--- src/rtl/alimentador_pkg.sv ---
// Shared definitions for the instruction feeder: FSM state encoding,
// the mvi opcode, the halt word and small helpers used by the FSM.
package alimentador_pkg;

  typedef enum logic [2:0] {
    OCIOSO   = 3'd0,
    LE_MEM   = 3'd1,
    ENVIA    = 3'd2,
    IMEDIATO = 3'd3,
    ESPERA   = 3'd4,
    FIM      = 3'd5,
    ERRO     = 3'd6
  } estado_t;

  localparam logic [2:0]  OPC_MVI     = 3'b001;
  localparam logic [15:0] PALAVRA_FIM = 16'hFFFF;

  // mvi is recognised by the opcode field of the first instruction word.
  function automatic logic eh_mvi(input logic [15:0] palavra);
    return palavra[8:6] == OPC_MVI;
  endfunction

  function automatic logic [7:0] incrementa_sat(input logic [7:0] valor);
    return (valor == 8'hFF) ? valor : valor + 8'd1;
  endfunction

endpackage

--- src/rtl/alimentador_instrucoes_contador_espera.sv ---
// Watchdog for the ESPERA state: counts enabled cycles since the last Clear
// and flags the cycle in which the count would reach TIMEOUT.
module contador_espera #(
  parameter int TIMEOUT = 15
) (
  input  logic Clock,
  input  logic Clear,
  input  logic Habilita,
  output logic Estourou
);

  localparam int LARG_CONT = $clog2(TIMEOUT + 1);

  logic [LARG_CONT-1:0] conta_q, conta_d;

  always_comb begin
    // NOTE: the default assignment comes first so every path assigns conta_d and no latch is inferred.
    conta_d = conta_q;
    if (Clear) begin
      conta_d = '0;
    end else if (Habilita && (conta_q != LARG_CONT'(TIMEOUT))) begin
      conta_d = conta_q + 1'b1;
    end
  end

  always_ff @(posedge Clock) begin
    // NOTE: sequential state uses non-blocking assignment so all registers see pre-edge values.
    conta_q <= conta_d;
  end

  // Asserted in the enabled cycle whose edge would bring the count to TIMEOUT.
  assign Estourou = Habilita && (conta_q == LARG_CONT'(TIMEOUT - 1));

endmodule

--- src/rtl/alimentador_instrucoes.sv ---
// Instruction feeder: fetches words from a registered-read ROM, strobes Run
// per instruction, supplies the mvi immediate and waits on Done with a watchdog.
module alimentador_instrucoes
  import alimentador_pkg::*;
#(
  parameter int LARG_END = 5,
  parameter int TIMEOUT  = 15
) (
  input  logic                Clock,
  input  logic                Resetn,
  input  logic                Iniciar,
  output logic [LARG_END-1:0] MemEndereco,
  input  logic [15:0]         MemDado,
  input  logic                Done,
  output logic [15:0]         DIN,
  output logic                Run,
  output logic                Ocupado,
  output logic                Fim,
  output logic                Erro,
  output logic [7:0]          NumInstr
);

  estado_t             estado_q, estado_d;
  logic [LARG_END-1:0] pc_q, pc_d;
  logic [15:0]         din_q, din_d;
  logic [7:0]          num_q, num_d;

  logic palavra_fim;
  logic mvi_truncado;
  logic emite;
  logic entra_espera;
  logic limpa_cont;
  logic habilita_cont;
  logic estourou;

  assign palavra_fim  = (MemDado == PALAVRA_FIM);
  // An mvi in the last slot would need its immediate from a wrapped address.
  assign mvi_truncado = eh_mvi(MemDado) && (&pc_q);
  assign emite        = (estado_q == ENVIA) && !palavra_fim && !mvi_truncado;

  assign habilita_cont = (estado_q == ESPERA);
  assign limpa_cont    = entra_espera || !Resetn;

  contador_espera #(
    .TIMEOUT (TIMEOUT)
  ) u_contador_espera (
    .Clock    (Clock),
    .Clear    (limpa_cont),
    .Habilita (habilita_cont),
    .Estourou (estourou)
  );

  // State register and datapath registers.
  always_ff @(posedge Clock) begin
    if (!Resetn) begin
      estado_q <= OCIOSO;
      pc_q     <= '0;
      din_q    <= '0;
      num_q    <= '0;
    end else begin
      estado_q <= estado_d;
      pc_q     <= pc_d;
      din_q    <= din_d;
      num_q    <= num_d;
    end
  end

  // Next-state and datapath update.
  always_comb begin
    estado_d     = estado_q;
    pc_d         = pc_q;
    din_d        = din_q;
    num_d        = num_q;
    entra_espera = 1'b0;
    case (estado_q)
      OCIOSO, FIM, ERRO: begin
        if (Iniciar) begin
          estado_d = LE_MEM;
          pc_d     = '0;
          num_d    = '0;
        end
      end
      LE_MEM: estado_d = ENVIA;
      ENVIA: begin
        if (palavra_fim) begin
          estado_d = FIM;
        end else if (mvi_truncado) begin
          estado_d = ERRO;
        end else begin
          din_d = MemDado;
          pc_d  = pc_q + 1'b1;
          if (eh_mvi(MemDado)) begin
            estado_d = IMEDIATO;
          end else begin
            estado_d     = ESPERA;
            entra_espera = 1'b1;
          end
        end
      end
      IMEDIATO: begin
        din_d = MemDado;
        pc_d  = pc_q + 1'b1;
        if (Done) begin
          num_d    = incrementa_sat(num_q);
          estado_d = (pc_d == '0) ? FIM : LE_MEM;
        end else begin
          estado_d     = ESPERA;
          entra_espera = 1'b1;
        end
      end
      ESPERA: begin
        // Done in the same cycle as the watchdog expiry takes priority.
        if (Done) begin
          num_d    = incrementa_sat(num_q);
          estado_d = (pc_q == '0) ? FIM : LE_MEM;
        end else if (estourou) begin
          estado_d = ERRO;
        end
      end
      default: estado_d = OCIOSO;
    endcase
  end

  // Outputs decoded from the current state.
  always_comb begin
    Run     = emite;
    DIN     = din_q;
    if (emite || (estado_q == IMEDIATO)) begin
      DIN = MemDado;
    end
    Ocupado = (estado_q == LE_MEM) || (estado_q == ENVIA) ||
              (estado_q == IMEDIATO) || (estado_q == ESPERA);
    Fim     = (estado_q == FIM);
    Erro    = (estado_q == ERRO);
  end

  // The ROM registers its address, so it is given the next pc: the mvi
  // immediate is then already on MemDado during IMEDIATO.
  assign MemEndereco = pc_d;
  assign NumInstr    = num_q;

endmodule

--- config.mk ---
export PLATFORM = sky130hd
export DESIGN_NAME = alimentador_instrucoes
export DESIGN_NICKNAME = d
export VERILOG_FILES = /design/src/rtl/alimentador_pkg.sv /design/src/rtl/alimentador_instrucoes_contador_espera.sv /design/src/rtl/alimentador_instrucoes.sv
export SDC_FILE = /design/constraint.sdc
export NUM_CORES = 1
export LEC_CHECK = 0
export CORE_MARGIN = 2
export CORE_UTILIZATION = 50
export CTS_BUF_LIST = sky130_fd_sc_hd__clkbuf_8
export DETAILED_ROUTE_END_ITERATION = 8
export GPL_TIMING_DRIVEN = 1
export PLACE_DENSITY = 0.81
export SETUP_SLACK_MARGIN = 0.05
export SLEW_MARGIN = 10
export SYNTH_ARGS = -nofsm -noshare
export SYNTH_HDL_FRONTEND = slang
export SYNTH_SLANG_ARGS = --single-unit
--- constraint.sdc ---
create_clock -name Clock -period 6.7 [get_ports Clock]
set_clock_uncertainty 0.05 [all_clocks]
set_input_delay 2.01 -clock Clock [delete_from_list [all_inputs] [get_ports Clock]]
set_output_delay 2.01 -clock Clock [all_outputs]
set_load 0.02 [all_outputs]
==> tab_implementation.tex, run 1 <==
\begin{tabular}{lr}
\hline
Metric & Value \\
\hline
\multicolumn{2}{l}{\textbf{Run status}} \\
Outcome & finished clean \\
\multicolumn{2}{l}{\textbf{Synth}} \\
EDFF count, synth & 0 \\
Cells after synthesis & 228 \\
Post-synthesis sequential element count & 36 \\
Post-Synth Adder-Cell Area & 4.18\% \\
Post-Synthesis Net Count & $\sim$260 \\
Syn Area/Cell & about 9.2 um2 \\
Complex-gate fraction of the synthesized area & 16.2\% \\
Fraction of the yosys area taken by sequential cells & about 34\% \\
Dominant combinational cell family by area after synthesis & simple AND/OR/NAND/NOR gates \\
XOR/XNOR share of the synthesized area & under 10\% \\
Synth Cell Area & about 2100 um2 \\
Share of synthesized registers carrying an async set or reset & 0\% \\
Yosys warns & 0 \\
Number of distinct library cell variants in the gate-level netlist after synthesis & 58 \\
Primary FF master, synth & sky130\_fd\_sc\_hd\_\_dfxtp\_1 \\
Share of cell area taken by muxes after synthesis & between 10\% and 20\% \\
Simple logic cell fraction of the synthesized area & about 28\% \\
\multicolumn{2}{l}{\textbf{Final layout}} \\
Fraction of final layout cells with drive strength greater than 1 & 14.6\% \\
Cell Count, Final, Fillers Out & roughly 330 \\
FILL cells & $\sim$340 \\
Area grow syn2layout & 31.3\% \\
Diodes inserted & 0 \\
Final design instance area without fill & 2750 um2 \\
Layout net count & around 310 \\
\multicolumn{2}{l}{\textbf{Global routing}} \\
Vias in the first global route & around 1700 \\
Number of antenna violations at the first check in global routing & 0 \\
Pin count of the biggest net entering global routing & 21 \\
First-pass GRT wire length & approximately 7.6 mm \\
Global-route congestion overflow total & 0 \\
All-Layer GR Usage & roughly 22\% \\
\multicolumn{2}{l}{\textbf{Power and ir drop}} \\
Static power due to leakage & about 0.0011 uW \\
Worst IR drop on VDD & approximately 0.18 mV \\
Total power per unit cell area & roughly 310 nW/um2 \\
\multicolumn{2}{l}{\textbf{Placement}} \\
Placed cell areas & between 2000 and 3000 um2 \\
Detailed Place HPWL & around 3.5 mm \\
Gpl congestion & 0.845 \\
Number of port buffers & 52 \\
Worst-case setup slack after placement & approximately 0.11 ns \\
Dpl cells & 323 \\
\multicolumn{2}{l}{\textbf{Clock network}} \\
Clock transition time at the flip-flop clock pins of the worst setup and hold paths & about 0.080 ns \\
Number of instances resized during post-cts repair & 0 \\
Cell at the root of the clock tree & sky130\_fd\_sc\_hd\_\_clkbuf\_8 \\
Setup fix buffers added after clock tree synthesis & 0 \\
Clock sinks & 36 \\
Source-to-sink clock delay at the later pin of the worst-skew pair & $\sim$0.3 ns \\
Maximum buffer depth of the clock tree & 2 \\
Number of H-tree branching levels & 2 \\
Post-CTS Hold Buffers & 0 \\
Clock tree from TritonCTS & yes \\
CTS Buf Count & 5 \\
\multicolumn{2}{l}{\textbf{Timing}} \\
Number of hold-slack violations in the final timing report & 0 \\
Final worst setup slack & roughly 0.15 ns \\
Unrepaired setup endpoints after global routing & false \\
Min Tclk post-route & 6.55 ns \\
Number of endpoints failing setup at the final stage & 0 \\
Maximum achievable frequency & 0.153 GHz \\
Worst slew margin relative to its limit & between 40\% and 50\% \\
Setup TNS & 0 ns \\
Slew at the pin closest to its max-slew limit & 0.786 ns \\
Period utilisation layout & between 90\% and 100\% \\
Max-slew violation count & 0 \\
\multicolumn{2}{l}{\textbf{Setup path}} \\
Endpoint required time on the critical path & roughly 4.6 ns \\
Most frequent cell on the critical path & sky130\_fd\_sc\_hd\_\_clkdlybuf4s50\_1 \\
Crit path max fanout & 19 \\
CP Cell Sequence & clkdlybuf4s50\_1 > nor3b\_2 > a21o\_1 > o21ai\_4 > mux2\_2 > clkdlybuf4s50\_1 \\
Stage delay of the slowest cell on the critical path & $\sim$0.56 ns \\
Launching element type of the critical path & input pin \\
Crit Path Category & in -> out \\
Worst path arrival time & between 4 and 5 ns \\
Endpoint type of the worst setup path & output port \\
Reg-to-Reg Start & pc\_q[0] \\
Slowest library cell on the worst path & sky130\_fd\_sc\_hd\_\_o21ai\_4 \\
Startpoint of the worst setup timing path & MemDado[6] \\
\multicolumn{2}{l}{\textbf{Floorplan}} \\
Total die area & 4720 um2 \\
Height of the chip & between 60 and 70 um \\
Row cnt & 23 \\
Area inside the core boundary & between 4000 and 5000 um2 \\
Initial core utilization & 52.0\% \\
Number of placed I/O pins & 53 \\
Die width & about 70 um \\
\multicolumn{2}{l}{\textbf{Hold path}} \\
Min-delay worst type & reg -> reg \\
Origin of the worst min-delay path & NumInstr[7] \\
\multicolumn{2}{l}{\textbf{Routing}} \\
Wirelength per Cell & approximately 14 um \\
Aggregate routed wire length & $\sim$4.8 mm \\
1st-iter DRT viols & roughly 180 \\
DRC violations left & 0 \\
Antenna Violating Nets Remaining & 0 \\
DR vias & around 1900 \\
Count of TritonRoute iterations in the first routing pass & 4 \\
Vias per std cell & $\sim$5.6 \\
\multicolumn{2}{l}{\textbf{Job}} \\
Number of violations of the max-capacitance limit & 0 \\
\hline
\end{tabular}
[layer usage]
metal / GRT usage (%) / routed length [um]
met1: 26.2 / 2060
met2: 34.7 / 2220
met3: 7.79 / 395
met4: 8.33 / 94
met5: 0 / 0
[registers in the layout, summed over array words and instances (netlist names)]
register	count
pc_q	5
din_q	16
u_contador_espera.conta_q	4
NumInstr	8
estado_q	3
[critical path, delay by kind of cell]
kind | cells | cell delay [ns]
AOI/OAI and AO/OA | 2 | 0.79
buffers and inverters | 2 | 1.04
muxes | 1 | 0.42
and+or+nand+nor | 1 | 0.22
[per-stage QoR]
stage | power (uW) | util, % | hold slack (ns)
5_1_grt | 900 | 68.2 | 0.493
2_1_floorplan | 559 | - | 0.460
3_3_place_gp | 683 | 65.7 | 0.423
3_5_place_dp | 689 | 65.7 | 0.445
4_1_cts | 852 | 68.0 | 0.451
6_report | 850 | 68.2 | 0.451
[cells in the mapped netlist (2+ instances only)]
cell type	number	area (um2)
sky130_fd_sc_hd__dfxtp_1	36	721
sky130_fd_sc_hd__or3_1	3	18.8
sky130_fd_sc_hd__nor2b_1	4	25.0
sky130_fd_sc_hd__ha_1	7	87.6
sky130_fd_sc_hd__nor2_1	18	67.6
sky130_fd_sc_hd__clkbuf_1	6	22.5
sky130_fd_sc_hd__and2_1	20	125
sky130_fd_sc_hd__buf_2	2	10.0
sky130_fd_sc_hd__nor3_1	4	20.0
sky130_fd_sc_hd__and3b_1	2	17.5
sky130_fd_sc_hd__nor4b_1	2	17.5
sky130_fd_sc_hd__nand4_1	4	25.0
sky130_fd_sc_hd__xor2_1	3	26.3
sky130_fd_sc_hd__nor3b_1	4	30.0
sky130_fd_sc_hd__buf_6	2	22.5
sky130_fd_sc_hd__a21oi_1	13	65.1
sky130_fd_sc_hd__nand4b_1	2	17.5
sky130_fd_sc_hd__nor4_1	4	25.0
sky130_fd_sc_hd__a31oi_1	3	18.8
sky130_fd_sc_hd__mux2_2	9	101
sky130_fd_sc_hd__xnor2_1	3	26.3
sky130_fd_sc_hd__inv_1	9	33.8
sky130_fd_sc_hd__o21a_1	2	15.0
sky130_fd_sc_hd__a211oi_1	3	22.5
sky130_fd_sc_hd__nand2_1	9	33.8
sky130_fd_sc_hd__mux2_4	7	105
sky130_fd_sc_hd__nand3_1	5	25.0
sky130_fd_sc_hd__and3_1	4	25.0
sky130_fd_sc_hd__a22o_2	2	20.0
sky130_fd_sc_hd__o21ai_0	8	40.0
[cell families after synthesis]
kind of cell	after synthesis
AOI/OAI and AO/OA	47
xor gates and xnor gates	6
adders and majority gates	7
buffers and inverters	20
DFF	36
muxes	17
and+or+nand+nor	95
[path summary, 6_finish.rpt]
kind / end / slack, ns / cells after the start
worst max-delay path: DIN[6] / 0.15 / 6
worst min-delay path: NumInstr[7] / 0.45 / 2
worst max register to register: din_q[4] / 4.15 / 7
worst min register to register: NumInstr[7] / 0.45 / 2
[where the power goes]
group / leakage [uW] / switching, uW / total [uW] / internal (uW)
Sequential: 0.000292 / 41.9 / 285 / 243
Clock: 0.0000486 / 80.5 / 163 / 82.0
Combinational: 0.000753 / 203 / 402 / 200
[cell type report]
| class | count | area [um2] | share of cell area (%) |
|---|---|---|---|
| multi-input combinational | 172 | 1280 | 46.7 |
| sequential | 36 | 721 | 26.2 |
| timing repair buffer | 56 | 553 | 20.1 |
| clock buffer | 6 | 82.6 | 3.01 |
| tap | 50 | 62.6 | 2.28 |
| inverter | 9 | 33.8 | 1.23 |
| clock inverter | 2 | 11.3 | 0.410 |
[placed cells by master, fill, tap and decap left out, types with 2 or more instances in the layout]
| master | count |
|---|---|
| sky130_fd_sc_hd__a211oi_1 | 3 |
| sky130_fd_sc_hd__a21oi_1 | 13 |
| sky130_fd_sc_hd__a22o_2 | 2 |
| sky130_fd_sc_hd__a31oi_1 | 3 |
| sky130_fd_sc_hd__and2_1 | 20 |
| sky130_fd_sc_hd__and3_1 | 4 |
| sky130_fd_sc_hd__and3b_1 | 2 |
| sky130_fd_sc_hd__buf_4 | 4 |
| sky130_fd_sc_hd__clkbuf_8 | 6 |
| sky130_fd_sc_hd__clkdlybuf4s50_1 | 51 |
| sky130_fd_sc_hd__dfxtp_1 | 36 |
| sky130_fd_sc_hd__ha_1 | 7 |
| sky130_fd_sc_hd__inv_1 | 10 |
| sky130_fd_sc_hd__mux2_2 | 9 |
| sky130_fd_sc_hd__mux2_4 | 7 |
| sky130_fd_sc_hd__nand2_1 | 9 |
| sky130_fd_sc_hd__nand3_1 | 5 |
| sky130_fd_sc_hd__nand4_1 | 4 |
| sky130_fd_sc_hd__nand4b_1 | 2 |
| sky130_fd_sc_hd__nor2_1 | 18 |
| sky130_fd_sc_hd__nor2b_1 | 4 |
| sky130_fd_sc_hd__nor3_1 | 4 |
| sky130_fd_sc_hd__nor3b_1 | 3 |
| sky130_fd_sc_hd__nor4_1 | 4 |
| sky130_fd_sc_hd__nor4b_1 | 2 |
| sky130_fd_sc_hd__o21a_1 | 2 |
| sky130_fd_sc_hd__o21ai_0 | 8 |
| sky130_fd_sc_hd__or3_1 | 3 |
| sky130_fd_sc_hd__xnor2_1 | 3 |
| sky130_fd_sc_hd__xor2_1 | 3 |
(Power assumes the default switching activity.)
==> run 2: changes to the inputs <==
--- a/config.mk
+++ b/config.mk
@@ -5,7 +5,6 @@
 export SDC_FILE = /design/constraint.sdc
 export NUM_CORES = 1
 export LEC_CHECK = 0
-export CORE_MARGIN = 2
 export CORE_UTILIZATION = 50
 export CTS_BUF_LIST = sky130_fd_sc_hd__clkbuf_8
 export DETAILED_ROUTE_END_ITERATION = 8
==> run 2 against run 1 <==
  * Clock-buffer cell count is the same
  * Non-clock buffer count shrank 1
  * Critical path type unchanged
  * Design area shrank 0.32%
==> tab_implementation.tex, run 2 (synthesis results as in run 1) <==
\begin{tabular}{lr}
\hline
Metric & Value \\
\hline
\multicolumn{2}{l}{\textbf{Floorplan}} \\
Initial core utilization & 52.3\% (was 52.0\%) \\
Area inside the core boundary & 4000 um2 (was 4030 um2) \\
Die width & 66.7 um (was 68.7 um) \\
Height of the chip & 66.7 um (was 68.7 um) \\
Row cnt & 23 (unchanged) \\
Number of placed I/O pins & 53 (unchanged) \\
Total die area & 4450 um2 (was 4720 um2) \\
\multicolumn{2}{l}{\textbf{Routing}} \\
Count of TritonRoute iterations in the first routing pass & 4 (unchanged) \\
Wirelength per Cell & 13.8 um (was 14.4 um) \\
Aggregate routed wire length & 4.54 mm (was 4.77 mm) \\
Vias per std cell & 5.54 (was 5.65) \\
DR vias & 1827 (was 1870) \\
1st-iter DRT viols & 106 (was 179) \\
Antenna Violating Nets Remaining & 0 (unchanged) \\
DRC violations left & 0 (unchanged) \\
\multicolumn{2}{l}{\textbf{Final layout}} \\
Commonest non-fill, non-tap cells in the layout & 51 x sky130\_fd\_sc\_hd\_\_clkdlybuf4s50\_1, 36 x sky130\_fd\_sc\_hd\_\_dfxtp\_1, 20 x sky130\_fd\_sc\_hd\_\_and2\_1 (unchanged) \\
Flip-flop count of the largest register after layout & 16 (unchanged) \\
Area grow syn2layout & 30.8\% (was 31.3\%) \\
FILL cells & 341 (was 337) \\
Register bank with the most flops & din\_q (unchanged) \\
Fraction of final layout cells with drive strength greater than 1 & 14.6\% (about the same) \\
Diodes inserted & 0 (unchanged) \\
Layout net count & 306 (was 307) \\
Post-layout utilization of the core & 68.5\% (was 68.2\%) \\
Final design instance area without fill & 2740 um2 (was 2750 um2) \\
Most common cell after layout, fill and taps aside & sky130\_fd\_sc\_hd\_\_clkdlybuf4s50\_1 (unchanged) \\
\multicolumn{2}{l}{\textbf{Global routing}} \\
First-pass GRT wire length & 7.51 mm (was 7.61 mm) \\
Global-route congestion overflow total & 0 (unchanged) \\
All-Layer GR Usage & 22.3\% (was 21.6\%) \\
Number of antenna violations at the first check in global routing & 0 (unchanged) \\
Vias in the first global route & 1677 (was 1711) \\
Met1 layer usage reported by global route & 28.7\% (was 26.2\%) \\
Met2 Track Usage GR & 35.0\% (was 34.7\%) \\
Pin count of the biggest net entering global routing & 22 (was 21) \\
Layer with the highest usage after global routing & met2 (unchanged) \\
GR Util met3 & 7.88\% (was 7.79\%) \\
\multicolumn{2}{l}{\textbf{Power and ir drop}} \\
Total power per unit cell area & 308 nW/um2 (was 309 nW/um2) \\
Static power due to leakage & 0.00109 uW (about the same) \\
Worst IR drop on VDD & 0.145 mV (was 0.179 mV) \\
Total design power & 844 uW (was 850 uW) \\
\multicolumn{2}{l}{\textbf{Placement}} \\
Number of port buffers & 52 (unchanged) \\
Detailed Place HPWL & 3.34 mm (was 3.48 mm) \\
Gpl congestion & 0.803 (was 0.845) \\
Placed cell areas & 2640 um2 (was 2650 um2) \\
\multicolumn{2}{l}{\textbf{Setup path}} \\
Register-to-register setup slack & 4.18 ns (was 4.15 ns) \\
Worst path arrival time & 4.46 ns (was 4.49 ns) \\
Most frequent cell on the critical path & sky130\_fd\_sc\_hd\_\_clkdlybuf4s50\_1 (unchanged) \\
Crit Path Category & in -> out (unchanged) \\
Worst reg-to-reg path cell count & 7 (unchanged) \\
Crit path max fanout & 3 (was 19) \\
Endpoint of the lowest-slack register-to-register path & din\_q[6] (was din\_q[4]) \\
Stage delay of the slowest cell on the critical path & 0.61 ns (was 0.56 ns) \\
Endpoint type of the worst setup path & output port (unchanged) \\
Endpoint required time on the critical path & 4.64 ns (about the same) \\
Launching element type of the critical path & input pin (unchanged) \\
Reg-to-Reg Start & pc\_q[0] (unchanged) \\
Slowest library cell on the worst path & sky130\_fd\_sc\_hd\_\_clkdlybuf4s50\_1 (was sky130\_fd\_sc\_hd\_\_o21ai\_4) \\
CP Cell Sequence & clkdlybuf4s50\_1 > nand4\_1 > or4\_4 > a211oi\_4 > buf\_4 > a22o\_2 > clkdlybuf4s50\_1 (was clkdlybuf4s50\_1 > nor3b\_2 > a21o\_1 > o21ai\_4 > mux2\_2 > clkdlybuf4s50\_1) \\
\multicolumn{2}{l}{\textbf{Timing}} \\
Worst slew margin relative to its limit & 50.6\% (was 47.6\%) \\
Number of endpoints failing setup at the final stage & 0 (unchanged) \\
Slew at the pin closest to its max-slew limit & 0.741 ns (was 0.786 ns) \\
Unrepaired setup endpoints after global routing & false (unchanged) \\
Number of hold-slack violations in the final timing report & 0 (unchanged) \\
Max-slew violation count & 0 (unchanged) \\
Period utilisation layout & 97.4\% (was 97.7\%) \\
Min Tclk post-route & 6.52 ns (was 6.55 ns) \\
Setup TNS & 0 ns (unchanged) \\
Maximum achievable frequency & 0.153 GHz (about the same) \\
\multicolumn{2}{l}{\textbf{Run status}} \\
Outcome & finished clean (unchanged) \\
\multicolumn{2}{l}{\textbf{Clock network}} \\
Clock transition time at the flip-flop clock pins of the worst setup and hold paths & 0.08 ns (about the same) \\
Clock sinks & 36 (unchanged) \\
Setup fix buffers added after clock tree synthesis & 0 (unchanged) \\
Cell at the root of the clock tree & sky130\_fd\_sc\_hd\_\_clkbuf\_8 (unchanged) \\
Maximum buffer depth of the clock tree & 2 (unchanged) \\
Number of H-tree branching levels & 2 (unchanged) \\
CTS Buf Count & 5 (unchanged) \\
Clock tree from TritonCTS & yes (unchanged) \\
Source-to-sink clock delay at the later pin of the worst-skew pair & 0.29 ns (was 0.30 ns) \\
\multicolumn{2}{l}{\textbf{Hold path}} \\
Hold Crit Depth & 2 (unchanged) \\
Min-delay worst type & reg -> reg (unchanged) \\
Origin of the worst min-delay path & NumInstr[7] (unchanged) \\
Endpoint of the worst hold path & NumInstr[7] (unchanged) \\
\multicolumn{2}{l}{\textbf{Job}} \\
Number of violations of the max-capacitance limit & 0 (unchanged) \\
\hline
\end{tabular}
run 2: stage by stage:
stage	instances	hold WS (ns)	setup WS [ns]
after floorplan	228	0.460	0.861
after global placement	322	0.423	0.174
after detailed placement	322	0.432	0.0821
after CTS	330	0.441	0.0829
after global routing	330	0.480	0.0663
final	330	0.442	0.176
run 2: what timing repair did:
item,CTS,global route
setup endpoints to repair,0,1
gates resized for setup,0,2
hold buffers,0,0
run 2: critical path: cells and delay by family:
| family | cells | cell delay, ns |
|---|---|---|
| AO/OA/AOI/OAI | 2 | 0.39 |
| buffers and inverters | 3 | 1.30 |
| AND/OR/NAND/NOR | 2 | 0.76 |
run 2: final cells by class:
type                            count  area, um2  share of cell area, %
Clock buffer                        6       82.6                   3.02
Clock inverter                      2       10.0                  0.365
Inverter                            9       33.8                   1.23
Multi-Input combinational cell    172       1280                   46.9
Sequential cell                    36        721                   26.3
Tap cell                           50       62.6                   2.28
Timing Repair Buffer               55        546                   19.9
run 2: layer usage:
layer | up-vias | share of wire, %
li1 | 925 | -
met1 | 843 | 45
met2 | 53 | 47
met3 | 6 | 6.4
met4 | 0 | 0.99
met5 | - | 0
run 2: power by group:
part	total (uW)	internal, uW	switching, uW
clock	160	82.0	77.5
combinational	399	200	199
sequential	286	243	42.4
run 2: how the worst max path moves through the flow:
stage,to,slack (ns),cells past startpoint,startpoint
3_3_place_gp,MemEndereco[2],0.17,7,MemDado[7]
6_report,MemEndereco[4],0.18,7,MemDado[7]
5_1_grt,DIN[1],0.07,7,MemDado[12]
3_5_place_dp,MemEndereco[2],0.08,7,MemDado[7]
2_1_floorplan,MemEndereco[2],0.86,5,MemDado[13]
4_1_cts,MemEndereco[2],0.08,7,MemDado[7]
==> run 3: changes to the inputs <==
--- a/config.mk
+++ b/config.mk
@@ -5,6 +5,7 @@
 export SDC_FILE = /design/constraint.sdc
 export NUM_CORES = 1
 export LEC_CHECK = 0
+export CORE_MARGIN = 2
 export CORE_UTILIZATION = 50
 export CTS_BUF_LIST = sky130_fd_sc_hd__clkbuf_8
 export DETAILED_ROUTE_END_ITERATION = 8
==> results of run 3 <==
Same layout as run 1: the final DEF is identical, and so are final timing and power.
